==> config.mk <==
export PLATFORM = sky130hd
export DESIGN_NAME = arith_rr_scheduler
export DESIGN_NICKNAME = d
export VERILOG_FILES = /design/src/rtl/arith_rr_scheduler.sv
export SDC_FILE = /design/constraint.sdc
export NUM_CORES = 1
export LEC_CHECK = 0
export ABC_AREA = 1
export BUFFER_PORTS_ARGS = -buffer_cell sky130_fd_sc_hd__buf_2
export CAP_MARGIN = 15
export CORE_AREA = 2 2 167 169
export DETAILED_ROUTE_END_ITERATION = 8
export DIE_AREA = 0 0 169 171
export GPL_TIMING_DRIVEN = 1
export MAX_ROUTING_LAYER = met4
export SETUP_SLACK_MARGIN = 0.4
export SLEW_MARGIN = 15
export SYNTH_ARGS = -nofsm -noshare
export SYNTH_HDL_FRONTEND = slang
export SYNTH_SLANG_ARGS = --single-unit
==> constraint.sdc <==
create_clock -name clk -period 3.02 [get_ports clk]
set_input_delay 0.604 -clock clk [delete_from_list [all_inputs] [get_ports clk]]
set_output_delay 0.604 -clock clk [all_outputs]
set_load 0.05 [all_outputs]
==> src/rtl/arith_rr_scheduler.sv <==
`default_nettype none
// =============================================================================
// Module : arith_rr_scheduler -- round-robin sharing of one fixed-latency
//          arithmetic unit between N requesters. Option: ARB_GRANT_CNT_EN.
// Rev    : 1.0
// =============================================================================
module arith_rr_scheduler #(
    parameter int M   = 32,
    parameter int N   = 4,
    parameter int LAT = 1,
    parameter int IDW = $clog2(N)
) (
    input  logic             clk,
    input  logic             i_reset,
    input  logic [N-1:0]     req_valid,
    output logic [N-1:0]     req_ready,
    input  logic [N*M-1:0]   req_A,
    input  logic [N*M-1:0]   req_B,
    input  logic [N*4-1:0]   req_op,
    output logic [M-1:0]     o_arg_A,
    output logic [M-1:0]     o_arg_B,
    output logic [3:0]       o_op,
    input  logic [M-1:0]     i_result,
    input  logic [3:0]       i_status,
    output logic             rsp_valid,
    input  logic             rsp_ready,
    output logic [IDW-1:0]   rsp_id,
    output logic [M-1:0]     rsp_result,
    output logic [3:0]       rsp_status,
`ifdef ARB_GRANT_CNT_EN
    input  logic             i_cnt_clr,
    output logic [N*16-1:0]  o_grant_cnt,
`endif
    output logic             o_busy
);

    typedef enum logic [1:0] {
        S_IDLE = 2'd0,
        S_WAIT = 2'd1,
        S_RESP = 2'd2
    } state_t;

    localparam logic [3:0] C_LAT = 4'(LAT);

    state_t         state_q, state_d;
    logic [IDW-1:0] ptr_q, ptr_d;
    logic [3:0]     cnt_q, cnt_d;
    logic [IDW-1:0] pend_id_q, pend_id_d;
    logic [M-1:0]   arg_a_q, arg_a_d;
    logic [M-1:0]   arg_b_q, arg_b_d;
    logic [3:0]     op_q, op_d;
    logic [IDW-1:0] rsp_id_q, rsp_id_d;
    logic [M-1:0]   rsp_result_q, rsp_result_d;
    logic [3:0]     rsp_status_q, rsp_status_d;

    logic           w_win_found;
    logic [IDW-1:0] w_win_id;
    logic           w_handshake;

    // First valid requester at or after the pointer, wrapping modulo N.
    always_comb begin
        w_win_found = 1'b0;
        w_win_id    = '0;
        for (int i = 0; i < N; i++) begin
            if (!w_win_found && req_valid[(int'(ptr_q) + i) % N]) begin
                w_win_found = 1'b1;
                w_win_id    = IDW'((int'(ptr_q) + i) % N);
            end
        end
    end

    // Reset gating keeps req_ready at 0 while reset is held.
    assign w_handshake = (state_q == S_IDLE) && w_win_found && i_reset;

    always_comb begin
        req_ready = '0;
        if (w_handshake) begin
            req_ready[w_win_id] = 1'b1;
        end
    end

    always_comb begin
        state_d      = state_q;
        ptr_d        = ptr_q;
        cnt_d        = cnt_q;
        pend_id_d    = pend_id_q;
        arg_a_d      = arg_a_q;
        arg_b_d      = arg_b_q;
        op_d         = op_q;
        rsp_id_d     = rsp_id_q;
        rsp_result_d = rsp_result_q;
        rsp_status_d = rsp_status_q;
        unique case (state_q)
            S_IDLE: begin
                if (w_handshake) begin
                    arg_a_d   = req_A[int'(w_win_id)*M +: M];
                    arg_b_d   = req_B[int'(w_win_id)*M +: M];
                    op_d      = req_op[int'(w_win_id)*4 +: 4];
                    pend_id_d = w_win_id;
                    ptr_d     = (int'(w_win_id) == N-1) ? '0 : w_win_id + 1'b1;
                    cnt_d     = C_LAT;
                    state_d   = S_WAIT;
                end
            end
            S_WAIT: begin
                if (cnt_q == 4'd0) begin
                    rsp_result_d = i_result;
                    rsp_status_d = i_status;
                    rsp_id_d     = pend_id_q;
                    state_d      = S_RESP;
                end else begin
                    cnt_d = cnt_q - 4'd1;
                end
            end
            S_RESP: begin
                if (rsp_ready) begin
                    state_d = S_IDLE;
                end
            end
            default: state_d = S_IDLE;
        endcase
    end

    always_ff @(posedge clk or negedge i_reset) begin
        if (!i_reset) begin
            state_q      <= S_IDLE;
            ptr_q        <= '0;
            cnt_q        <= '0;
            pend_id_q    <= '0;
            arg_a_q      <= '0;
            arg_b_q      <= '0;
            op_q         <= '0;
            rsp_id_q     <= '0;
            rsp_result_q <= '0;
            rsp_status_q <= '0;
        end else begin
            state_q      <= state_d;
            ptr_q        <= ptr_d;
            cnt_q        <= cnt_d;
            pend_id_q    <= pend_id_d;
            arg_a_q      <= arg_a_d;
            arg_b_q      <= arg_b_d;
            op_q         <= op_d;
            rsp_id_q     <= rsp_id_d;
            rsp_result_q <= rsp_result_d;
            rsp_status_q <= rsp_status_d;
        end
    end

    assign o_arg_A    = arg_a_q;
    assign o_arg_B    = arg_b_q;
    assign o_op       = op_q;
    assign rsp_valid  = (state_q == S_RESP);
    assign rsp_id     = rsp_id_q;
    assign rsp_result = rsp_result_q;
    assign rsp_status = rsp_status_q;
    assign o_busy     = (state_q != S_IDLE);

`ifdef ARB_GRANT_CNT_EN
    // Saturating per-requester grant counters; clear beats a same-cycle grant.
    generate
        for (genvar k = 0; k < N; k++) begin : g_gcnt
            logic [15:0] gcnt_q;
            always_ff @(posedge clk or negedge i_reset) begin
                if (!i_reset) begin
                    gcnt_q <= '0;
                end else if (i_cnt_clr) begin
                    gcnt_q <= '0;
                end else if (w_handshake && (w_win_id == IDW'(k)) && (gcnt_q != 16'hFFFF)) begin
                    gcnt_q <= gcnt_q + 16'd1;
                end
            end
            assign o_grant_cnt[k*16 +: 16] = gcnt_q;
        end
    endgenerate
`endif

endmodule
`default_nettype wire

### Yosys cells after proc, flatten, opt, wreduce, memory -nomap -nowiden

Cells that the tools add are included.

| word-level totals | value |
|---|---|
| flip-flop bits (word level) | 116 |
| output and inout port bits | 112 |
| logic and storage cells | 84 |

| operators by class | value |
|---|---|
| add/sub/neg operators | 5 |
| order comparisons | 6 |
| equality and inequality tests | 7 |
| shift-type cells | 3 |
| muxes and demuxes | 30 |
| bitwise logic cells | 3 |
| reduce and logical (&&, ||, !) cells | 20 |

Operators with widths:

| cell | number |
|---|---|
| variable part select 128 x 8 -> 32 bit | 2 |
| two-way mux 2 bit | 8 |
| variable part select 16 x 5 -> 4 bit | 1 |
| less-than comparator 3 x 4 -> 1 bit (second input constant) | 3 |
| two-way mux 1 bit | 12 |
| two-way mux 4 bit | 3 |
| binary-select mux 1 bit (select 2 bit) | 4 |
| case mux 4 bit (2 select lines) | 1 |
| logical AND 1 bit | 6 |
| less-than comparator 2 x 3 -> 1 bit (second input constant) | 2 |
| != test 2 bit (second input constant) | 3 |
| case mux 2 bit (3 select lines) | 1 |
| AND reduction 3 bit | 2 |
| OR reduction 2 bit | 3 |
| adder 2 x 1 -> 2 bit (second input constant) | 2 |
| adder 2 bit (second input constant) | 2 |
| == test 2 x 1 -> 1 bit (second input constant) | 2 |
| zero test 4 bit | 1 |
| AND reduction 2 bit | 2 |
| nonzero test 2 bit | 2 |
| subtractor 4 x 1 -> 4 bit (second input constant) | 1 |
| bitwise AND 1 bit (first input constant) | 3 |
| zero test 1 bit | 3 |
| demux 1 bit (select 2 bit) | 1 |
| other kinds (4) | 4 |

### Depth between registers and ports, before layout

| depth | value |
|---|---|
| depth in word-level cells | 19 |
| mapped depth | 17 |

### Least setup slack after synthesis

No wires, ideal clock.

| timing path | value |
|---|---|
| kind | input-to-output |
| from | in req_valid[3] |
| to | out req_ready[3] |
| arrival time | 2509 ps |
| setup slack | -93 ps |
| stages | 14 |
| path through | inv_1 -> nand2_1 -> nand3_1 -> nand2_1 -> inv_1 -> nand2_1 -> nand2_1 -> nand3_2 -> inv_2 -> buf_6 -> buf_4 -> ha_1 -> inv_1 -> nor2_1 |

| between the ends | value |
|---|---|
| cells in the longest elaborated chain, start to end | 17 |
| elaborated cells on any way between the ends | 33 |
| classes of those cells | 2 x order compare; 22 x mux; 9 x reduce/logical |

RTL lines:

| element | RTL line | text |
|---|---|---|
| start, declared | 15 | `input logic [N-1:0] req_valid,` |
| binary-select mux 1 bit (select 2 bit) | 65 | `if (!w_win_found && req_valid[(int'(ptr_q) + i) % N]) begin` |
| two-way mux 1 bit (implied by the code) | 65 |  |
| two-way mux 1 bit | 65 |  |
| zero test 1 bit | 65 |  |
| logical AND 1 bit | 65 |  |
| two-way mux 1 bit | 65 |  |
| zero test 1 bit | 65 |  |
| logical AND 1 bit | 65 |  |
| (+2 left out) | - |  |
| logical AND 1 bit | 65 |  |
| two-way mux 2 bit (*) | 65 |  |
| via w_win_id[0] | 57 | `logic [IDW-1:0] w_win_id;` |
| less-than comparator 2 x 3 -> 1 bit (implied by the code) or >= comparator 2 x 1 -> 1 bit (tied branches) | 78 | `req_ready[w_win_id] = 1'b1;` |
| logical AND 1 bit (implied by the code) | 78 |  |
| two-way mux 1 bit (implied by the code) | 78 |  |
| demux 1 bit (select 2 bit) (*) | 78 |  |
| two-way mux 4 bit (*) | 77 | `if (w_handshake) begin` |
| end, declared | 16 | `output logic [N-1:0] req_ready,` |

The timed path passes the listed nets; every way through them passes the cells marked *. The select of a mux whose other input is x is not followed.

### Worst setup path in the final report

| timing path | value |
|---|---|
| from | reg ptr_q[0] |
| to | out req_ready[3] |

| between the ends | value |
|---|---|
| cells in the longest elaborated chain, start to end | 17 |
| elaborated cells on any way between the ends | 36 |
| classes of those cells | 3 x add/sub; 2 x order compare; 22 x mux; 9 x reduce/logical |

RTL lines:

| element | RTL line | text |
|---|---|---|
| start, declared | 46 | `logic [IDW-1:0] ptr_q, ptr_d;` |
| start signal, assigned | 138 | `ptr_q <= ptr_d;` |
| adder 2 x 1 -> 2 bit or binary-select mux 1 bit (select 2 bit) (tied branches) | 65, 67 |  |
| binary-select mux 1 bit (select 2 bit) or two-way mux 1 bit (tied branches) | 65 |  |
| two-way mux 1 bit (implied by the code) | 65 |  |
| two-way mux 1 bit (implied by the code) or zero test 1 bit (tied branches) | 65 |  |
| logical AND 1 bit | 65 |  |
| two-way mux 1 bit | 65 |  |
| zero test 1 bit | 65 |  |
| logical AND 1 bit | 65 |  |
| two-way mux 1 bit | 65 |  |
| zero test 1 bit | 65 |  |
| logical AND 1 bit | 65 |  |
| two-way mux 2 bit | 65 |  |
| less-than comparator 2 x 3 -> 1 bit (implied by the code) or >= comparator 2 x 1 -> 1 bit (tied branches) | 78 |  |
| logical AND 1 bit (implied by the code) | 78 |  |
| two-way mux 1 bit (implied by the code) | 78 |  |
| demux 1 bit (select 2 bit) | 78 |  |
| two-way mux 4 bit (*) | 77 |  |

Mark *: on every way between the ends. The rest lies on a longest branch, timed or not. The select of a mux whose other input is x is not followed.

==> qor.csv <==
stage;metric;value;unit
run_status;result of the run;complete, no violations;
clock_tree;clock input transition at the sequential cells of the worst setup and hold paths;60;ps
global_route;global-route wire length before repair;41.96;mm
timing;max_slew headroom;34.90;%
timing;Worst Hold Slack;364.2;ps
global_route;GR Util All Layers;18.86;%
placed_design;post-DP HPWL;20.41;mm
die;count of standard-cell rows;61;
route;Detailed Route WL;27.62;mm
route;DRT Pass-1 Iters;6;
synth;Unique masters post-synth;27;
timing;total count of hold-check failures in the final report;0;
setup_path;cells on worst reg2reg path;13;
global_route;pin count of the biggest net entering global routing;77;
die;initial core utilization;27.53;%
finish;ratio of cells with drive above 1 in the final layout;36.18;%
clock_tree;clock sinks;116;
route;via count;8708;
finish;total of fill cells in the finished design;2915;
timing;total negative slack for setup checks;0;ps
route;DR WL/cell;14.47;um
setup_path;worst setup path startpoint;ptr_q[0];
route;post-route antenna net violation count;0;
setup_path;critical path arrival;2230;ps
synth;net count after synthesis;1459;
timing;slew at the pin closest to its max-slew limit;975.4;ps
timing;fin. max-slew vios;0;
timing;setup violation total in the final timing report;0;
die;Die ar.;28900;sq um
finish;total number of nets in the final design;1863;
placed_design;IO Port Bufs;426;
die;area of the core region;27320;sq um
timing;part of the cycle the worst path needs;93.68;%
worst_hold_path;class of the tightest hold or removal check;in2async;
synth;number of warnings issued by yosys;0;
timing;clock skew after layout;13.39;ps
clock_tree;clock latency on the worst-skew pair;410;ps
die;Die Y-Extent;171;um
setup_path;crit path max fanout;7;
finish;Layout area overhead;43.46;%
power;highest ir drop seen on vdd;1.227;mV
synth;number of synthesized register bits;116;
timing;achievable frequency;0.3535;GHz
die;width of the die;169;um
power;Pwr per Cell Area;1475;nW/um^2
job;Max Cap Viol;0;
global_route;antenna violations before repair;7;
setup_path;Reg2Reg Setup Slack;390;ps
clock_tree;clock root cell;sky130_fd_sc_hd__clkbuf_16;
power;leak pwr;6.482;nW
route;DRC marker count from the first detailed-route iteration;458;
synth;gate count after technology mapping;1139;
clock_tree;TritonCTS clock tree;done;
placed_design;final weighted congestion of routability-driven global placement;0.8949;
die;ports placed on the boundary;427;
clock_tree;clock buffers created by TritonCTS;17;
synth;cell area after synthesis;7522;sq um
timing;final worst path period need;2829;ps
setup_path;CP required;2420;ps
route;via-per-instance ratio;4.562;
finish;FF/Latch Area;2904;sq um
finish;commonest non-fill, non-tap cell in the layout;sky130_fd_sc_hd__nand2_1;
setup_path;type of destination of the critical path;output port;
global_route;number of global-route vias before repair;8040;
synth;Syn Area/Cell;6.604;sq um
finish;area taken by multi-input logic gates;3845;sq um
setup_path;worst setup path endpoint;req_ready[3];
setup_path;category of the most critical setup path;reg2out;
clock_tree;H-Tree Depth;4;
setup_path;sort of element at the start of the critical path;register;
route;DRC viols;0;
synth;share of synthesized area occupied by flip-flops and latches;38.59;%
setup_path;end of the worst register-to-register path;o_arg_B[30];
global_route;overall overflow remaining after global route;0;
timing;unrepaired setup endpoints after global routing;yes;
clock_tree;largest buffer count on any clock path;2;
finish;commonest cells after routing, fill and taps aside;555 x sky130_fd_sc_hd__nand2_1, 421 x sky130_fd_sc_hd__buf_2, 137 x sky130_fd_sc_hd__inv_1;
setup_path;origin of the critical flop-to-flop path;ptr_q[0];
-- where the power goes --
part / internal [mW] / leakage (nW) / switching, mW
registers: 2.34 / 1.42 / 0.395
clock network: 1.18 / 0.283 / 0.828
logic: 3.21 / 4.78 / 7.96
total: 6.74 / 6.48 / 9.18
-- worst min-delay path by stage --
stage                       start             end  cells after the start
after floorplan           i_reset        cnt_q[0]                      0
after detailed placement  i_reset  rsp_result[12]                      1
after global routing      i_reset     o_arg_B[10]                      2
after CTS                 i_reset         o_op[3]                      2
after global placement    i_reset  rsp_result[12]                      1
final                     i_reset         o_op[3]                      2
-- worst max-delay path, cell delays in order (launching register included) --
cell,delay (ps)
sky130_fd_sc_hd__dfrtp_2,450
sky130_fd_sc_hd__buf_4,140
sky130_fd_sc_hd__nand2_1,80
sky130_fd_sc_hd__nand3_2,120
sky130_fd_sc_hd__nand2_4,70
sky130_fd_sc_hd__nor2_4,140
sky130_fd_sc_hd__nand3_2,100
sky130_fd_sc_hd__nand3_2,100
sky130_fd_sc_hd__nand2_4,80
sky130_fd_sc_hd__inv_6,80
sky130_fd_sc_hd__ha_4,130
sky130_fd_sc_hd__inv_2,40
sky130_fd_sc_hd__nor2_4,110
sky130_fd_sc_hd__buf_6,160
-- sequential cells by signal (all words and copies together), names as in the netlist --
name / flops
rsp_status: 4
state_q: 2
o_arg_B: 32
cnt_q: 4
o_op: 4
pend_id_q: 2
rsp_id: 2
rsp_result: 32
o_arg_A: 32
ptr_q: 2
-- per-layer routing --
metal	routed length [um]	vias to the layer above	GRT usage [%]
met4	471	0	5.537
met5	0	-	-
li1	-	4340	-
met3	1977	28	4.279
met2	13440	337	31.40
met1	11730	4003	22.96
-- cell usage after synthesis --
cell,count,share of area [%]
sky130_fd_sc_hd__a21oi_1,3,0.20
sky130_fd_sc_hd__buf_1,9,0.45
sky130_fd_sc_hd__buf_2,18,1.2
sky130_fd_sc_hd__buf_4,11,1.1
sky130_fd_sc_hd__buf_6,6,0.90
sky130_fd_sc_hd__clkbuf_1,27,1.3
sky130_fd_sc_hd__dfrtp_1,116,39
sky130_fd_sc_hd__ha_1,5,0.83
sky130_fd_sc_hd__inv_1,140,7.0
sky130_fd_sc_hd__inv_2,4,0.20
sky130_fd_sc_hd__inv_4,1,0.083
sky130_fd_sc_hd__mux2_2,37,5.5
sky130_fd_sc_hd__nand2_1,564,28
sky130_fd_sc_hd__nand2_2,3,0.25
sky130_fd_sc_hd__nand3_1,107,7.1
sky130_fd_sc_hd__nand3_2,2,0.27
sky130_fd_sc_hd__nand4_1,60,5.0
sky130_fd_sc_hd__nor2_1,14,0.70
sky130_fd_sc_hd__nor2_2,1,0.083
sky130_fd_sc_hd__nor2_4,1,0.15
sky130_fd_sc_hd__nor4_1,1,0.083
sky130_fd_sc_hd__o21a_1,1,0.10
sky130_fd_sc_hd__o21ai_0,3,0.20
sky130_fd_sc_hd__o22ai_1,2,0.17
sky130_fd_sc_hd__o31ai_1,1,0.10
sky130_fd_sc_hd__xnor2_1,1,0.12
sky130_fd_sc_hd__xor2_1,1,0.12
-- through the flow --
step,total power [mW],area (sq um),setup slack [ps],instances,util (%)
3_3_place_gp,13.45,9960,247.0,1855,36.45
4_1_cts,16.01,10760,186.2,1901,39.36
5_1_grt,17.27,10790,64.21,1909,39.50
3_5_place_dp,13.53,9960,219.2,1855,36.45
6_report,15.91,10790,190.8,1909,39.50
2_1_floorplan,11.07,7587,363.2,1139,-
-- kinds of logic after synthesis --
kind of cell    after synthesis  synth area share (%)
simple gates                753                 41.78
flops                       116                 38.59
fa+ha+maj                     5                0.8317
compound gates               10                0.7651
xor+xnor                      2                0.2329
mux                          37                 5.539
buf+inv                     216                 12.26
-- timing repair --
item	CTS	global route
buffers inserted	13	1
endpoints found under the hold margin	1	0
setup endpoints to repair	43	72
gates resized for setup	33	3
pin swaps	13	0
hold buffers	1	0
-- layout make-up --
cell class	instances	area share [%]
diodes	7	0.1623
clock buffers	18	4.070
clock inverters	14	1.322
inverters	145	5.136
multi-input cells	807	35.63
flip-flops and latches	116	26.91
well taps	346	4.012
repair buffers	456	22.76
Power figures use the tool's default switching activity.
